`config.mk`:
```
export PLATFORM = sky130hd
export DESIGN_NAME = dispense_ctrl
export DESIGN_NICKNAME = d
export VERILOG_FILES = /design/src/rtl/dispense_ctrl.sv
export SDC_FILE = /design/constraint.sdc
export NUM_CORES = 1
export LEC_CHECK = 0
export BUFFER_PORTS_ARGS = -buffer_cell sky130_fd_sc_hd__buf_2
export CAP_MARGIN = 20
export CORE_UTILIZATION = 55
export CTS_CLUSTER_SIZE = 30
export DETAILED_ROUTE_END_ITERATION = 10
export GPL_ROUTABILITY_DRIVEN = 0
export HOLD_SLACK_MARGIN = 0.08
export MAX_ROUTING_LAYER = met4
export PLACE_DENSITY_LB_ADDON = 0.2
export SLEW_MARGIN = 10
export SYNTH_ARGS = -nofsm -noshare
export SYNTH_HDL_FRONTEND = slang
export SYNTH_SLANG_ARGS = --single-unit
```
`constraint.sdc`:
```
create_clock -name clk -period 2.25 [get_ports clk]
set_input_delay 0.45 -clock clk [delete_from_list [all_inputs] [get_ports clk]]
set_output_delay 0.45 -clock clk [all_outputs]
set_load 0.005 [all_outputs]
```
`src/rtl/dispense_ctrl.sv`:
```
// ---------------------------------------------------------------------------
// dispense_ctrl
// Drink-dispense sequencer. After a cup is detected it waits a bounded time
// for the confirm key, then opens one of NUM_DRINKS valves for a fixed number
// of cycles. Removing the cup mid-pour aborts to FAULT. An upstream error or
// an out-of-range index at confirm time also goes to FAULT.
//
// Ports:
//   clk      in   system clock, rising edge
//   reset    in   synchronous active-high reset
//   sensor   in   cup present (1 = cup on tray)
//   enter    in   confirm key (level)
//   erro     in   upstream payment/selection error
//   sel      in   requested drink index [SEL_W]
//   bebidas  out  one-hot valve enables [NUM_DRINKS]
//   busy     out  high in CUP and POUR
//   done     out  one-cycle pulse when the pour completes
//   err_out  out  high in FAULT
//   state    out  current state code (debug)
//
// All outputs are Moore decodes of the state register and the latched index.
// ---------------------------------------------------------------------------
module dispense_ctrl #(
   parameter int NUM_DRINKS     = 4,
   parameter int SEL_W          = 2,
   parameter int CNT_W          = 8,
   parameter int POUR_CYCLES    = 8,
   parameter int TIMEOUT_CYCLES = 16
) (
   input  logic                  clk,
   input  logic                  reset,
   input  logic                  sensor,
   input  logic                  enter,
   input  logic                  erro,
   input  logic [SEL_W-1:0]      sel,
   output logic [NUM_DRINKS-1:0] bebidas,
   output logic                  busy,
   output logic                  done,
   output logic                  err_out,
   output logic [2:0]            state
);

   typedef enum logic [2:0] {
      ST_IDLE   = 3'd0,
      ST_CUP    = 3'd1,
      ST_POUR   = 3'd2,
      ST_DONE   = 3'd3,
      ST_REMOVE = 3'd4,
      ST_FAULT  = 3'd5
   } state_t;

   localparam logic [CNT_W-1:0] TIMEOUT_LOAD = CNT_W'(TIMEOUT_CYCLES - 1);
   localparam logic [CNT_W-1:0] POUR_LOAD    = CNT_W'(POUR_CYCLES - 1);

   state_t           st_q, st_d;
   logic [CNT_W-1:0] cnt_q, cnt_d;
   logic [SEL_W-1:0] sel_q, sel_d;
   logic             sel_bad;

   // Index is checked against the number of fitted valves, which may be
   // fewer than the index width can express.
   assign sel_bad = (32'(sel) >= NUM_DRINKS);

   // State, counter and latched index registers.
   always_ff @(posedge clk) begin
      if (reset) begin
         st_q  <= ST_IDLE;
         cnt_q <= '0;
         sel_q <= '0;
      end else begin
         st_q  <= st_d;
         cnt_q <= cnt_d;
         sel_q <= sel_d;
      end
   end

   // Next-state logic. The counter only ever holds a value while CUP or POUR
   // is using it; every other path parks it at zero so it cannot wrap.
   always_comb begin
      st_d  = st_q;
      cnt_d = '0;
      sel_d = sel_q;
      case (st_q)
         ST_IDLE: begin
            if (sensor) begin
               st_d  = ST_CUP;
               cnt_d = TIMEOUT_LOAD;
            end
         end
         ST_CUP: begin
            if (!sensor) begin
               st_d = ST_IDLE;
            end else if (enter && (erro || sel_bad)) begin
               st_d = ST_FAULT;
            end else if (enter) begin
               st_d  = ST_POUR;
               sel_d = sel;
               cnt_d = POUR_LOAD;
            end else if (cnt_q == '0) begin
               st_d = ST_REMOVE;
            end else begin
               cnt_d = cnt_q - 1'b1;
            end
         end
         ST_POUR: begin
            // Cup removal beats completion: never finish into an empty tray.
            if (!sensor) begin
               st_d = ST_FAULT;
            end else if (cnt_q == '0) begin
               st_d = ST_DONE;
            end else begin
               cnt_d = cnt_q - 1'b1;
            end
         end
         ST_DONE: begin
            st_d = ST_REMOVE;
         end
         ST_REMOVE: begin
            // Cup must leave before another one can arm the sequence.
            if (!sensor) st_d = ST_IDLE;
         end
         ST_FAULT: begin
            if (!sensor && !erro) st_d = ST_IDLE;
         end
         default: begin
            st_d = ST_IDLE;
         end
      endcase
   end

   // Moore output decode.
   always_comb begin
      bebidas = '0;
      if (st_q == ST_POUR) begin
         for (int i = 0; i < NUM_DRINKS; i++) begin
            bebidas[i] = (sel_q == SEL_W'(i));
         end
      end
   end

   assign busy    = (st_q == ST_CUP) || (st_q == ST_POUR);
   assign done    = (st_q == ST_DONE);
   assign err_out = (st_q == ST_FAULT);
   assign state   = st_q;

endmodule

```
Word-level counts from Yosys, hierarchy flattened
Index checks and enable logic that the tools add are counted.
{"block": "word_totals", "word_cells": 46, "rom_bits": 0, "ff_bits": 13, "latch_bits": 0, "output_inout_bits": 10, "ram_bits": 0, "mem_count": 0}
{"block": "classes", "n_bitwise": 1, "shifts": 0, "add_sub_neg": 1, "reduce_logical": 10, "eq_ne": 13, "n_mux": 18, "n_lt_le_gt_ge": 0, "div_mod_pow": 0, "n_mul": 0}
{"op": "$mux 8", "n": 5}
{"op": "$mux 3", "n": 9}
{"op": "$pmux 8 s3", "n": 1}
{"op": "$pmux 3 s6", "n": 1}
{"op": "$logic_not 8->1", "n": 1}
{"op": "$mux 4", "n": 2}
{"op": "$sub 8x1->8 const B", "n": 1}
{"op": "$eq 3x2->1 const B", "n": 2}
{"op": "$eq 3x3->1 const B", "n": 2}
{"op": "$ne 5x5->1 const B", "n": 1}
{"op": "$reduce_and 5->1", "n": 1}
{"op": "$eq 2x2->1 const B", "n": 2}
{"op": "$ne 2x2->1 const B", "n": 2}
{"op": "$reduce_and 4->1", "n": 1}
{"op": "$eq 3x1->1 const B", "n": 1}
{"op": "$logic_not 3->1", "n": 1}
{"op": "$ne 3x3->1 const B", "n": 1}
{"op": "$eq 2x1->1 const B", "n": 1}
{"op": "$logic_and 1x1->1", "n": 2}
{"op": "$logic_not 1->1", "n": 2}
{"op": "$logic_not 2->1", "n": 1}
{"op": "$ne 2x1->1 const B", "n": 1}
{"op": "$logic_or 1x1->1", "n": 1}
{"op": "$not 1->1", "n": 1}

Longest topological paths before layout
{"block": "logic_depth", "ltp_word": 6, "ltp_mapped": 6}

Worst setup path after synthesis
OpenSTA, ideal clock, no wires.
{"block": "synth_path", "kind": "reg2out", "startpoint": "register st_q[1], in the netlist state[1]", "endpoint": "output port bebidas[3]", "n_path_buf": 1, "t_arrival_ps": 969, "stages_incl_launch_ff": 5, "setup_slack_ps": 831, "required_ps": 1800, "cell_sequence": "dfxtp_1 -> buf_2 -> nand2b_1 -> nor2_1 -> and3_1"}
{"block": "synth_via", "elab_chain_len": 2}
{"item": "start: declaration", "line": "55", "rtl": "state_t st_q, st_d;"}
{"item": "start signal: assignment", "line": "71", "rtl": "st_q <= st_d;"}
{"item": "$eq 3x2->1", "line": "134", "rtl": "if (st_q == ST_POUR) begin"}
{"item": "$mux 4", "line": "134"}
{"item": "end: declaration", "line": "36", "rtl": "output logic [NUM_DRINKS-1:0] bebidas,"}
No other way between the ends.

Worst setup path in the final report
{"block": "layout_path", "startpoint": "register st_q[0], in the netlist state[0]", "endpoint": "output port bebidas[3]"}
The elaborated chain is that of the path after synthesis.

==> results.txt <==
----------------------------------------------------
[Run status]
  Run status ... finished, final reports clean

[Final layout]
  Net count, final ... 123
  Core occupancy in the finished layout ... 68.4%
  Diodes inserted ... 0
  Final standard cell area without fillers ... 912 sq um
  Layout overhead on the synthesized area ... 13.7%
  Share of final-layout standard cells stronger than drive strength 1 ... around 23%
  Post-route insts no fill ... 128

[Global route]
  Tot GR Track Use ... 23.1%
  Via count of the first global-routing pass ... 558
  Number of antenna violations at the first check in global routing ... 0
  Global-route wire length before repair ... 2.31 mm
  GRT Residual Overflow ... 0
  Pin count of the biggest net entering global routing ... 14

[Critical path]
  Crit path max-delay family ... simple AND/OR/NAND/NOR gates
  Kind of capture point of the worst setup path ... output port
  Cell with the largest stage delay on the worst path ... sky130_fd_sc_hd__dfxtp_1
  Cells along the critical path ... nand2b_1, nor2_1, and3_1, buf_2
  Type of the worst setup path ... reg -> out
  Worst EP required ... 1.80 ns
  Critical path buffer and inverter count ... 1
  Max stage delay on crit path ... 0.55 ns
  Critical path arrival ... between 1.5 and 2 ns
  Top fanout value on the critical path ... 13
  Crit start category ... register

[Clocking]
  Number of post-CTS setup repair buffers ... 0
  Worst-skew pair later-pin latency ... 0.29 ns
  Root cell of the clock tree ... sky130_fd_sc_hd__clkbuf_4
  Post-cts resize count ... 0
  CTS Buffer Depth ... 2
  Number of buffers inserted for hold repair after clock tree synthesis ... 0
  Clock sink count ... 13
  TritonCTS buffer count ... 3
  Clock Pin Slew Worst Setup and Hold Paths ... approximately 0.080 ns
  Number of H-tree levels ... 1
  TritonCTS clock tree ... yes

[Detailed routing]
  Number of design rule violations left after detail routing ... 0
  Wire length after detailed routing ... 1.59 mm
  Overall via count from detail_route ... 730
  Vias per Instance ... 5.70
  Average wire per cell in the routed design ... 12.4 um
  DRT antenna net count ... 0
  DRC marker count from the first detailed-route iteration ... 16
  DRT Pass-1 Iters ... 4

[Floorplan]
  Number of primary I/O pins ... 17
  Core ar. ... around 1300 sq um
  Starting density of the core ... 60.1%
  Die extent in y ... 40.2 um
  Row count ... 13
  Die Area ... 1610 sq um
  Chip width ... 40.2 um

[Power]
  P_int ... 0.461 mW
  Share of power burned in registers ... 41.9%
  Final total power ... ~0.72 mW
  Net switching power of the design ... 0.257 mW
  Combinational share of power ... 37.0%
  Static leakage ... about 0.43 nW
  Clk pwr share ... 21.2%
  Power per cell area ... 787 nW/um^2
  Switching fraction of total power ... 35.9%
  Largest voltage drop on the vdd net ... roughly 0.46 mV

[Timing]
  RSZ-0062 raised after global routing ... false
  Slew HR ... 74.9%
  Clock skew ... 0.00301 ns
  Worst hold margin ... 0.387 ns
  Setup violation total in the final timing report ... 0
  Final hold vios ... 0
  Maximum frequency from static timing analysis ... 0.505 GHz
  Share of the clock period used by the worst path ... ~90%
  Worst setup margin ... around 0.27 ns
  Final setup TNS ... 0 ns
  Shortest period the worst path allows ... 1.98 ns
  Worst-margin pin slew ... 0.375 ns
  Number of max-slew violations in the final report ... 0

[Placed design]
  HPWL after DPL ... 1.19 mm
  Dpl cell area ... 886 sq um
  Buffers added on ports ... 16
  Post-Place Setup Slack ... 0.603 ns
  Number of cells in the design after placement ... 124

[Yosys]
  Part of the Yosys area used for sequential elements ... around a third
  Yosys warning count ... 0
  Average footprint of a synthesized cell ... around 8.4 sq um
  Total of flip-flops plus latches after synthesis ... 13
  Syn Inst Count ... 96
  Post-synthesis cell type count ... 34
  Cell Area, Synth ... 802 sq um
  Syn Nets ... around 110

[Min path]
  Min-Delay Path Class ... in -> reg

[Job]
  Max Cap Violations ... 0

----------------------------------------------------
[worst paths after layout]
| check | start | end | slack (ns) | depth (start not counted) |
|---|---|---|---|---|
| worst max-delay path | state[0] | bebidas[3] | 0.27 | 4 |
| worst min-delay path | reset | sel_q[1] | 0.39 | 2 |
| worst max register to register | cnt_q[0] | cnt_q[3] | 0.57 | 6 |
| worst min register to register | cnt_q[7] | cnt_q[7] | 0.55 | 2 |
[cells in the mapped netlist]
cell	number	area share, %
sky130_fd_sc_hd__xor2_1	3	3.3
sky130_fd_sc_hd__nor4_4	1	2.7
sky130_fd_sc_hd__a2bb2oi_2	1	1.9
sky130_fd_sc_hd__o21a_1	2	1.9
sky130_fd_sc_hd__and2_2	1	0.94
sky130_fd_sc_hd__ha_1	2	3.1
sky130_fd_sc_hd__xnor2_1	3	3.3
sky130_fd_sc_hd__nor3b_1	2	1.9
sky130_fd_sc_hd__o32ai_1	1	1.1
sky130_fd_sc_hd__nand2b_1	7	5.5
sky130_fd_sc_hd__a31oi_1	1	0.78
sky130_fd_sc_hd__nand4_1	1	0.78
sky130_fd_sc_hd__o21ai_0	2	1.2
sky130_fd_sc_hd__inv_1	3	1.4
sky130_fd_sc_hd__nand2_1	9	4.2
sky130_fd_sc_hd__a21oi_1	3	1.9
sky130_fd_sc_hd__nor2b_1	4	3.1
sky130_fd_sc_hd__nor2_2	1	0.78
sky130_fd_sc_hd__o221ai_1	1	1.1
sky130_fd_sc_hd__o31ai_1	1	0.94
sky130_fd_sc_hd__a21oi_2	1	1.1
sky130_fd_sc_hd__mux2i_1	4	5.0
sky130_fd_sc_hd__and2_1	2	1.6
sky130_fd_sc_hd__nor4b_4	1	3.0
sky130_fd_sc_hd__and3_1	1	0.78
sky130_fd_sc_hd__nand3_1	1	0.62
sky130_fd_sc_hd__dfxtp_1	13	32
sky130_fd_sc_hd__o21ai_2	1	1.1
sky130_fd_sc_hd__nor4_1	1	0.78
sky130_fd_sc_hd__buf_2	3	1.9
sky130_fd_sc_hd__nor3_1	2	1.2
sky130_fd_sc_hd__a211oi_1	1	0.94
sky130_fd_sc_hd__nor2_1	15	7.0
sky130_fd_sc_hd__a21o_1	1	0.94
[state kept, by name, indices dropped and copies added, names as in the netlist]
name and count:
cnt_q 8, state 3, sel_q 2
[worst reg2reg max path, cell delays in order (launching register included)]
cell,delay (ns)
sky130_fd_sc_hd__dfxtp_1,0.43
sky130_fd_sc_hd__inv_1,0.10
sky130_fd_sc_hd__ha_1,0.20
sky130_fd_sc_hd__nor3b_1,0.16
sky130_fd_sc_hd__a21oi_2,0.21
sky130_fd_sc_hd__nand4_1,0.30
sky130_fd_sc_hd__o32ai_1,0.20
[placed cells by master, fill, tap and decap left out, types with 2 or more instances in the layout]
cell type                  instances
sky130_fd_sc_hd__a21oi_1           3
sky130_fd_sc_hd__and2_1            2
sky130_fd_sc_hd__buf_2            16
sky130_fd_sc_hd__clkbuf_4          3
sky130_fd_sc_hd__dfxtp_1          13
sky130_fd_sc_hd__ha_1              2
sky130_fd_sc_hd__inv_1             3
sky130_fd_sc_hd__mux2i_1           4
sky130_fd_sc_hd__nand2_1           9
sky130_fd_sc_hd__nand2b_1          7
sky130_fd_sc_hd__nor2_1           15
sky130_fd_sc_hd__nor2b_1           4
sky130_fd_sc_hd__nor3_1            2
sky130_fd_sc_hd__nor3b_1           2
sky130_fd_sc_hd__o21a_1            2
sky130_fd_sc_hd__o21ai_0           2
sky130_fd_sc_hd__xnor2_1           3
sky130_fd_sc_hd__xor2_1            3
[layout make-up]
type                    count  area (sq um)
multi-input cells          77           515
fillers                   119           422
flip-flops and latches     13           260
repair buffers             16          80.1
clock buffers               4          26.3
well taps                  15          18.8
inverters                   3          11.3
[power groups by stage]
stage                     Sequential (mW)  Combinational [mW]  Clock, mW
after floorplan                     0.283               0.231          0
after global placement              0.303               0.259          0
after detailed placement            0.305               0.263          0
after CTS                           0.300               0.266      0.155
after global routing                0.306               0.297      0.161
final                               0.301               0.265      0.152
[kinds of logic (layout without fill, tap and decap cells)]
logic type	count (synthesis)	in the layout	share of synthesized area, %
simple gates	49	49	34.8
flops	13	13	32.4
buf+inv	6	23	3.28
xor+xnor	6	6	6.55
mux	4	4	4.99
fa+ha+maj	2	2	3.12
compound gates	16	16	14.8
[routing by layer]
metal | global-route usage (%) | vias to the layer above | share of wire (%)
li1 | - | 366 | -
met1 | 31.2 | 331 | 48
met2 | 31.9 | 28 | 43
met3 | 3.33 | 5 | 6.1
met4 | 15.0 | 0 | 3.0
met5 | - | - | 0
Power figures use the tool's default switching activity.
